### src/rtl/internal_node_pkg.sv
// Shared defaults, count-width helper and sender FSM encoding for the internal-node sender.
package internal_node_pkg;

  localparam int DEF_INTERNAL_WIDTH = 22;
  localparam int DEF_NUM_NODES      = 127;
  localparam int DEF_MEM_ADDR_WIDTH = 7;

  // Wide enough to hold the value NUM_NODES itself, not just NUM_NODES-1.
  function automatic int cnt_width(input int n);
    return $clog2(n + 1);
  endfunction

  localparam int DEF_CNT_W = cnt_width(DEF_NUM_NODES);

  typedef enum logic [1:0] {
    IDLE,
    PAD,
    STREAM,
    DONE
  } sender_state_t;

endpackage

### src/rtl/internal_node_sender_if.sv
// Control, node-storage read port and tree write stream of the internal-node sender.
// The checksum signal exists only when INTERNAL_NODE_SENDER_CHECKSUM_EN is defined.
interface internal_node_sender_if
  import internal_node_pkg::*;
#(
  parameter int INTERNAL_WIDTH = DEF_INTERNAL_WIDTH,
  parameter int MEM_ADDR_WIDTH = DEF_MEM_ADDR_WIDTH
);
  logic                      start;
  logic                      abort;
  logic                      mem_ren;
  logic [MEM_ADDR_WIDTH-1:0] mem_raddr;
  logic [INTERNAL_WIDTH-1:0] mem_rdata;
  logic                      receiver_ready;
  logic                      sender_enable;
  logic [INTERNAL_WIDTH-1:0] sender_data;
  logic                      busy;
  logic                      done;
`ifdef INTERNAL_NODE_SENDER_CHECKSUM_EN
  logic [INTERNAL_WIDTH-1:0] checksum;

  modport master (
    input  start, abort, mem_rdata, receiver_ready,
    output mem_ren, mem_raddr, sender_enable, sender_data, busy, done, checksum
  );
  modport slave (
    output start, abort, mem_rdata, receiver_ready,
    input  mem_ren, mem_raddr, sender_enable, sender_data, busy, done, checksum
  );
`else
  modport master (
    input  start, abort, mem_rdata, receiver_ready,
    output mem_ren, mem_raddr, sender_enable, sender_data, busy, done
  );
  modport slave (
    output start, abort, mem_rdata, receiver_ready,
    input  mem_ren, mem_raddr, sender_enable, sender_data, busy, done
  );
`endif
endinterface

### src/rtl/sender_skid_fifo.sv
// Two-entry prefetch FIFO: registered storage, head visible combinationally on rdata.
// Simultaneous push and pop are both honoured, including when full; flush empties it.
module sender_skid_fifo #(
  parameter int WIDTH = 22
) (
  input  logic             clk,
  input  logic             rst_n,
  input  logic             push,
  input  logic             pop,
  input  logic             flush,
  input  logic [WIDTH-1:0] wdata,
  output logic [WIDTH-1:0] rdata,
  output logic             full,
  output logic             empty,
  output logic [1:0]       count
);
  logic [WIDTH-1:0] mem [0:1];
  logic             wr_ptr;
  logic             rd_ptr;
  logic             do_push;
  logic             do_pop;

  assign do_pop  = pop && !empty;
  assign do_push = push && (!full || do_pop);
  assign full    = (count == 2'd2);
  assign empty   = (count == 2'd0);
  assign rdata   = mem[rd_ptr];

  always_ff @(posedge clk or negedge rst_n) begin
    if (!rst_n) begin
      mem[0] <= '0;
      mem[1] <= '0;
      wr_ptr <= 1'b0;
      rd_ptr <= 1'b0;
      count  <= 2'd0;
    end else if (flush) begin
      wr_ptr <= 1'b0;
      rd_ptr <= 1'b0;
      count  <= 2'd0;
    end else begin
      if (do_push) begin
        mem[wr_ptr] <= wdata;
        wr_ptr      <= ~wr_ptr;
      end
      if (do_pop) begin
        rd_ptr <= ~rd_ptr;
      end
      count <= count + 2'(do_push) - 2'(do_pop);
    end
  end

endmodule

### src/rtl/internal_node_sender.sv
// Streams a zero pad word then NUM_NODES node words to the tree, one per cycle when ready is high.
// Optional INTERNAL_NODE_SENDER_CHECKSUM_EN adds a running XOR of transferred node words.
module internal_node_sender
  import internal_node_pkg::*;
#(
  parameter int INTERNAL_WIDTH = DEF_INTERNAL_WIDTH,
  parameter int NUM_NODES      = DEF_NUM_NODES,
  parameter int MEM_ADDR_WIDTH = DEF_MEM_ADDR_WIDTH
) (
  input logic                   clk,
  input logic                   rst_n,
  internal_node_sender_if.master bus
);
  localparam int CNT_W = cnt_width(NUM_NODES);

  sender_state_t             state;
  logic [CNT_W-1:0]          rd_cnt;
  logic [CNT_W-1:0]          xfer_cnt;
  logic [MEM_ADDR_WIDTH-1:0] raddr;
  logic                      inflight;
  logic                      busy_q;
  logic                      done_q;
  logic                      fifo_push;
  logic                      fifo_pop;
  logic                      fifo_flush;
  logic                      fifo_full;
  logic                      fifo_empty;
  logic [1:0]                fifo_count;
  logic [INTERNAL_WIDTH-1:0] fifo_head;
  logic [INTERNAL_WIDTH-1:0] head_dat;
  logic                      head_vld;
  logic                      issue;
  logic                      xfer;
  logic                      stream_xfer;
  logic                      last_xfer;

  // Read data landing into an empty FIFO is presented directly so node0 follows the pad.
  assign head_vld    = !fifo_empty || inflight;
  assign head_dat    = fifo_empty ? bus.mem_rdata : fifo_head;

  assign issue       = ((state == PAD) || (state == STREAM)) && !fifo_full &&
                       ((fifo_count + {1'b0, inflight}) < 2'd2) &&
                       (rd_cnt < CNT_W'(NUM_NODES));

  assign bus.sender_enable = (state == PAD) || ((state == STREAM) && head_vld);
  assign bus.sender_data   = ((state == STREAM) && head_vld) ? head_dat : '0;
  assign bus.mem_ren       = issue;
  assign bus.mem_raddr     = raddr;
  assign bus.busy          = busy_q;
  assign bus.done          = done_q;

  assign xfer        = bus.sender_enable && bus.receiver_ready;
  assign stream_xfer = xfer && (state == STREAM);
  assign last_xfer   = stream_xfer && (xfer_cnt == CNT_W'(NUM_NODES - 1));
  assign fifo_flush  = bus.abort && (state != IDLE);
  assign fifo_push   = inflight && !(fifo_empty && stream_xfer);
  assign fifo_pop    = stream_xfer && !fifo_empty;

  sender_skid_fifo #(.WIDTH(INTERNAL_WIDTH)) u_fifo (
    .clk   (clk),
    .rst_n (rst_n),
    .push  (fifo_push),
    .pop   (fifo_pop),
    .flush (fifo_flush),
    .wdata (bus.mem_rdata),
    .rdata (fifo_head),
    .full  (fifo_full),
    .empty (fifo_empty),
    .count (fifo_count)
  );

  always_ff @(posedge clk or negedge rst_n) begin
    if (!rst_n) begin
      state    <= IDLE;
      rd_cnt   <= '0;
      xfer_cnt <= '0;
      raddr    <= '0;
      inflight <= 1'b0;
      busy_q   <= 1'b0;
      done_q   <= 1'b0;
    end else if (fifo_flush) begin
      state    <= IDLE;
      rd_cnt   <= '0;
      xfer_cnt <= '0;
      raddr    <= '0;
      inflight <= 1'b0;
      busy_q   <= 1'b0;
      done_q   <= 1'b0;
    end else begin
      inflight <= issue;
      if (issue) begin
        rd_cnt <= rd_cnt + CNT_W'(1);
        if (raddr != MEM_ADDR_WIDTH'(NUM_NODES - 1)) begin
          raddr <= raddr + MEM_ADDR_WIDTH'(1);
        end
      end
      if (stream_xfer) begin
        xfer_cnt <= xfer_cnt + CNT_W'(1);
      end
      case (state)
        IDLE: begin
          if (bus.start) begin
            state    <= PAD;
            busy_q   <= 1'b1;
            rd_cnt   <= '0;
            xfer_cnt <= '0;
            raddr    <= '0;
          end
        end
        PAD: begin
          if (xfer) state <= STREAM;
        end
        STREAM: begin
          if (last_xfer) begin
            state  <= DONE;
            busy_q <= 1'b0;
            done_q <= 1'b1;
          end
        end
        DONE: begin
          state    <= IDLE;
          done_q   <= 1'b0;
          rd_cnt   <= '0;
          xfer_cnt <= '0;
          raddr    <= '0;
        end
        default: state <= IDLE;
      endcase
    end
  end

`ifdef INTERNAL_NODE_SENDER_CHECKSUM_EN
  logic [INTERNAL_WIDTH-1:0] csum;

  always_ff @(posedge clk or negedge rst_n) begin
    if (!rst_n) begin
      csum <= '0;
    end else if ((state == IDLE) && bus.start) begin
      csum <= '0;
    end else if (stream_xfer) begin
      csum <= csum ^ bus.sender_data;
    end
  end

  assign bus.checksum = csum;
`endif

endmodule

### src/flat_wrapper.sv
// flat-port wrapper written by rule: the top's interface ports become plain ports
module internal_node_sender_flat import internal_node_pkg::*;
#(
  parameter int INTERNAL_WIDTH = DEF_INTERNAL_WIDTH,
  parameter int NUM_NODES      = DEF_NUM_NODES,
  parameter int MEM_ADDR_WIDTH = DEF_MEM_ADDR_WIDTH
)
  (clk, rst_n, bus_start, bus_abort, bus_mem_rdata, bus_receiver_ready, bus_mem_ren, bus_mem_raddr, bus_sender_enable, bus_sender_data, bus_busy, bus_done);
  internal_node_sender_if #(.INTERNAL_WIDTH(INTERNAL_WIDTH), .MEM_ADDR_WIDTH(MEM_ADDR_WIDTH)) bus_i ();
  input logic clk;
  input logic rst_n;
  input wire logic [$bits(bus_i.start)-1:0] bus_start;
  input wire logic [$bits(bus_i.abort)-1:0] bus_abort;
  input wire logic [$bits(bus_i.mem_rdata)-1:0] bus_mem_rdata;
  input wire logic [$bits(bus_i.receiver_ready)-1:0] bus_receiver_ready;
  output wire logic [$bits(bus_i.mem_ren)-1:0] bus_mem_ren;
  output wire logic [$bits(bus_i.mem_raddr)-1:0] bus_mem_raddr;
  output wire logic [$bits(bus_i.sender_enable)-1:0] bus_sender_enable;
  output wire logic [$bits(bus_i.sender_data)-1:0] bus_sender_data;
  output wire logic [$bits(bus_i.busy)-1:0] bus_busy;
  output wire logic [$bits(bus_i.done)-1:0] bus_done;
  assign bus_i.start = bus_start;
  assign bus_i.abort = bus_abort;
  assign bus_i.mem_rdata = bus_mem_rdata;
  assign bus_i.receiver_ready = bus_receiver_ready;
  assign bus_mem_ren = bus_i.mem_ren;
  assign bus_mem_raddr = bus_i.mem_raddr;
  assign bus_sender_enable = bus_i.sender_enable;
  assign bus_sender_data = bus_i.sender_data;
  assign bus_busy = bus_i.busy;
  assign bus_done = bus_i.done;
  internal_node_sender #(.INTERNAL_WIDTH(INTERNAL_WIDTH), .NUM_NODES(NUM_NODES), .MEM_ADDR_WIDTH(MEM_ADDR_WIDTH)) u_core (.clk(clk), .rst_n(rst_n), .bus(bus_i));
endmodule
### config.mk
export PLATFORM = sky130hd
export DESIGN_NAME = internal_node_sender_flat
export DESIGN_NICKNAME = d
export VERILOG_FILES = /design/src/rtl/internal_node_pkg.sv /design/src/rtl/internal_node_sender_if.sv /design/src/rtl/sender_skid_fifo.sv /design/src/rtl/internal_node_sender.sv /design/src/flat_wrapper.sv
export SDC_FILE = /design/constraint.sdc
export NUM_CORES = 1
export LEC_CHECK = 0
export ABC_AREA = 1
export CORE_MARGIN = 2
export CORE_UTILIZATION = 40
export CTS_CLUSTER_SIZE = 8
export DETAILED_ROUTE_END_ITERATION = 10
export GPL_TIMING_DRIVEN = 0
export PLACE_DENSITY = 0.68
export SYNTH_ARGS = -nofsm -noshare
export SYNTH_HDL_FRONTEND = slang
export SYNTH_HIERARCHICAL = 1
export SYNTH_SLANG_ARGS = --single-unit
export TNS_END_PERCENT = 30
### constraint.sdc
create_clock -name clk -period 6.9 [get_ports clk]
set_clock_uncertainty 0.1 [all_clocks]
set_input_delay 1.38 -clock clk [delete_from_list [all_inputs] [get_ports clk]]
set_output_delay 1.38 -clock clk [all_outputs]
set_load 0.005 [all_outputs]
* Yosys cells after proc, flatten, opt, wreduce, memory -nomap -nowiden
Cells that the tools add are included.
Word-level totals: register bits after elaboration 74, output and inout port bits 33
Cells by class: add/sub/neg operators 6, magnitude comparators 5, equality and inequality tests 9, mux-type cells 39, bitwise gates (word level) 5, reductions and logical operators 32
Operators by type and width (count):
- 22-bit two-way mux | 6
- 7-bit two-way mux | 10
- 44-bit bitwise mux | 1
- 7-bit case mux with 2 select lines | 3
- 22-bit demux with 1-bit select | 1
- 7-bit by 1-bit adder with 7-bit output, second input constant | 3
- 1-bit logical AND | 14
- 1-bit two-way mux | 10
- 2-bit two-way mux | 5
- 2-bit case mux with 4 select lines | 1
- 7-bit equality test, second input constant | 1
- 7-bit less-than comparator, second input constant | 1
- 7-bit != test, second input constant | 1
- 2-bit equality test, second input constant | 3
- 3-bit by 1-bit != test with 1-bit output, second input constant | 2
- 3-bit AND reduction | 2
- 2-bit nonzero test | 3
- 3-bit nonzero test | 2
- 2-bit by 1-bit adder with 2-bit output | 2
- 2-bit greater-or-equal comparator, second input constant | 2
- 2-bit zero test | 2
- 1-bit logical OR | 4
- 1-bit NOT with 2-bit output | 2
- 1-bit case mux with 2 select lines | 2
- 8 further kinds | 13

* Depth between registers and ports, before layout
word-level depth 14, mapped depth 19, depth with buffers taken out 17

* Hierarchy
Netlist, hierarchy kept.
Modules (own cells, without submodules):
- sender_skid_fifo | times used 1, cells each 301, area each 2383.5 sq um
- internal_node_sender | times used 1, cells each 276, area each 1918.1 sq um

* Least setup slack after synthesis
OpenSTA, ideal clock, no wires.
path type input-to-output, start point input bus_mem_rdata[13], end point output bus_sender_data[13], arrival 1587 ps, path slack 3833 ps, cell stages on the path 2, path buffers 0, cell sequence nand2_1 a21oi_1
On the way: word-level cells in the longest chain between the ends 2
Ends and longest elaborated chain:
- start, declared | RTL line flat_wrapper.sv:14 | input wire logic [$bits(bus_i.mem_rdata)-1:0] bus_mem_rdata;
- 22-bit two-way mux | RTL line internal_node_sender.sv:39 | assign head_dat = fifo_empty ? bus.mem_rdata : fifo_head;
- 22-bit two-way mux | RTL line internal_node_sender.sv:46 | assign bus.sender_data = ((state == STREAM) && head_vld) ? head_dat : '0;
- end, declared | RTL line flat_wrapper.sv:19 | output wire logic [$bits(bus_i.sender_data)-1:0] bus_sender_data;
No other way between the ends.

* Worst setup path after layout
start point input bus_mem_rdata[0], end point output bus_sender_data[0]
The elaborated chain is that of the path after synthesis.

==> results.txt <==
The run finished with clean final reports. The library cell occupying the most area in the post-synthesis netlist was sky130_fd_sc_hd__dfrtp_1. TritonCTS built the clock tree. The first global-routing pass estimated 18.1 mm of wire. The largest stage delay on the critical path is 0.55 ns.

The leakage power figure is 2.57 nW. The run gives 0.865 as the last weighted congestion value of the routability-driven placer. STA puts the critical path data arrival time at 2.74 ns. For the half-perimeter wire length after placement, the log shows 7.48 mm.

Area share of fa/ha/maj cells after synthesis: 3.20%. The cell repeated most along the worst path is sky130_fd_sc_hd__clkdlybuf4s50_1. Dividing the detail-routed wire length by the instance count gives 13.5 um.

The share of synthesized area in the top cell type comes to 43.0%. Global routing used 19.4% of the available tracks across all layers. The total placed instance area is 5080 sq um.

Row generation in the floorplan step produced 37 rows. Max-cap violations in this run came to 0. For the initial DRC count, the log shows 162. Yosys attributes the largest share of cell area to sky130_fd_sc_hd__dfrtp_1 (43%), sky130_fd_sc_hd__nand2_1 (22%), sky130_fd_sc_hd__nand4_1 (6.7%). The number of antenna violations at the first check in global routing is 0. STA classifies the critical path startpoint as an input pin.

Derived from the worst setup path, the maximum achievable clock frequency is 237 MHz. For this design the ratio of total power to cell area is 427 nW/um^2. The number of buffers created by CTS is 9, and the biggest fanout along the worst timing path is 3. Headroom to the max-slew limit came out at 63.2%. During I/O placement, the number of pins put on the boundary was 60. The synthesized cell area was 4300 sq um; the relative area change from synthesis to final layout was 23.7%.

Final hold analysis gives a worst-case slack of 0.372 ns. The final number of max-transition violations is 0, and the post-synthesis xor/xnor area fraction is 2.04%. Summed over all layers, the routed wires come to 10.6 mm. After Yosys synthesis, and, or, nand and nor cells account for 36.9% of the synthesized area.

The required arrival time at the worst endpoint was 5.42 ns; the number of levels the H-tree was split into was 3. VDD sags by at most 0.000183 V. The share of final-layout standard cells stronger than drive strength 1 is 9.97%, and the share of synthesized area spent on multiplexers is 0%. The overflow left after global routing came out at 0.

Summing the areas of all compound-gate instances in the mapped netlist gives 6.95% of the synthesized area. In this run the horizontal extent of the chip is 108 um. The number of gates resized after CTS is 0.

The tools report the area of the core region as 10,400 sq um. The clock sink count is 74, and the average vias per placed instance is 5.06. For the net count reported at finish, the log shows 686. Synthesis instantiated 29 different standard cells from the library.

Entering global routing, the biggest net connects 40 pins. At the later pin of the worst-skew pair, clock insertion delay measures 0.34 ns. A synthesized cell averages 7.46 sq um.

The number of standard cells after synthesis is 577, and the DRC violation count after routing is 0. The signal on the critical path passes through clkdlybuf4s50_1 > nand2_1 > a21oi_1 > clkdlybuf4s50_1. The via count of the first global-routing pass is 3,814, and the part of the Yosys area used for sequential elements is 43.0%. The tools report the sum of negative setup slack as 0 ns. The detail route stage leaves a number of antenna-violating nets equal to 0. For the number of buffers between clock root and the deepest sink, the log shows 2.

Summing all non-filler instances in the final layout gives an area of 5320 sq um. Clock-pin slew was measured on the worst setup and hold paths at 0.07 ns. Before antenna repair, the detailed router went through 4 iterations.

The tightest min-delay check is of the reg -> reg type. The die covers 11,600 sq um. The number of instances on the worst hold path was 2; the initial cell density of the core was 41.5%.

Buffers inserted to repair hold after CTS numbered 0. STA classifies the critical path endpoint as a primary output. Measured along the y axis, the die boundary spans 108 um. CTS placed an instance of sky130_fd_sc_hd__clkbuf_8 at the clock tree root. Counting cells, the worst reg-to-reg path comes to 17. Counting flops and latches in the post-synthesis netlist gives 74. The clock period could shrink to 4.22 ns. The number of endpoints with negative hold slack in the final report is 0, and the number of warning messages in the yosys log is 6. Critical-path cell with the highest stage delay: sky130_fd_sc_hd__clkdlybuf4s50_1. The number of nets handed over by synthesis was 615. The final route contains 3,986 vias. The critical path is of the in -> out type. For the pin with the worst max-slew slack, the measured transition is 0.553 ns. The final cycle utilization of the critical path came out at 61.2%. The utilization of the core after routing is 51.3%, and the buffer count from post-CTS setup fixing is 0.

Input and output buffers added on the ports amount to 59. Setup violations remaining at the end of the flow were counted as 0. The repair_antennas step left the layout with diodes totalling 0. Main combinational cell family by area after synthesis: simple AND/OR/NAND/NOR gates. Setup repair after global routing left no endpoint under its margin.
[placed cells by master (no fill, tap or decap), drive strengths merged]
cell           Yosys  layout
buf               23      25
o21bai             1       1
clkinv             1       2
clkinvlp           0       1
nor2              37      37
a211oi             1       1
bufinv             0       3
a21oi             37      37
dfrtp             74      74
clkdlybuf4s50      0      58
nand4             47      47
ha                11      11
o21ai             18      18
nand3             14      14
nor3               2       2
inv               37      37
clkbuf             8      18
xor2               6       6
xnor2              4       4
nand2            256     256
[flip-flops by register name (all words and copies together) (netlist names)]
register	flops
u_core/bus.busy	1
u_core/bus.done	1
u_core/bus.mem_raddr	7
u_core/inflight	1
u_core/rd_cnt	7
u_core/state	2
u_core/u_fifo/count	2
u_core/u_fifo/mem	44
u_core/u_fifo/rd_ptr	1
u_core/u_fifo/wr_ptr	1
u_core/xfer_cnt	7
[per-stage QoR]
stage	instances	power [mW]	setup slack, ns
after floorplan	577	1.49	3.83
after global placement	772	1.84	1.73
after detailed placement	773	1.87	2.68
after CTS	788	2.29	2.68
after global routing	788	2.48	2.65
final	788	2.27	2.68
[power breakdown]
group          switching (mW)  leakage (nW)  internal [mW]
clock                   0.159         0.118          0.248
combinational           0.702          1.52          0.436
sequential              0.114         0.936          0.611
total                   0.975          2.57           1.29
[cell type report]
type                            count  area, sq um
Timing Repair Buffer               60          608
Fill cell                        1026         5050
Multi-Input combinational cell    434         2110
Inverter                           38          143
Buffer                             31          198
Sequential cell                    74         1850
Clock inverter                      5          103
Tap cell                          136          170
Clock buffer                       10          138
[worst max-delay path: cells and delay by family]
family,cells,cell delay [ns]
buffers and inverters,2,1.09
AND/OR/NAND/NOR,1,0.08
AO/OA/AOI/OAI,1,0.20
[kinds of logic after synthesis]
logic type               Yosys count
AO/OA/AOI/OAI                     57
XOR/XNOR                          10
adder cells (fa/ha/maj)           11
buffers and inverters             69
flip-flops                        74
AND/OR/NAND/NOR                  356
[cells in the mapped netlist, drive strengths merged]
library cell / count
clkbuf: 8
nand2: 256
ha: 11
xor2: 6
a21oi: 37
nand4: 47
clkinv: 1
nor2: 37
dfrtp: 74
nand3: 14
inv: 37
xnor2: 4
o21bai: 1
buf: 23
a211oi: 1
o21ai: 18
nor3: 2
[per-layer routing]
| layer | GRT usage [%] | up-vias | share of wire (%) |
|---|---|---|---|
| met2 | 32.9 | 100 | 49 |
| met1 | 24.5 | 1877 | 43 |
| li1 | - | 1996 | - |
| met3 | 4.30 | 13 | 6.2 |
| met4 | 6.04 | 0 | 1.7 |
| met5 | 0 | - | 0 |
[worst paths after layout]
path,slack [ns],end,from
worst max register to register,4.13,u_core/u_fifo/count[1]$_DFF_PN0_,u_core/state[0]$_DFFE_PN0P_
worst min-delay path,0.37,u_core/u_fifo/mem[3]$_DFFE_PN0P_,u_core/u_fifo/mem[3]$_DFFE_PN0P_
max in group asynchronous,5.24,u_core/u_fifo/count[1]$_DFF_PN0_,rst_n
worst min register to register,0.37,u_core/u_fifo/mem[3]$_DFFE_PN0P_,u_core/u_fifo/mem[3]$_DFFE_PN0P_
min in group asynchronous,0.88,u_core/u_fifo/mem[8]$_DFFE_PN0P_,rst_n
worst max-delay path,2.68,bus_sender_data[0],bus_mem_rdata[0]
Power figures use the tool's default switching activity.
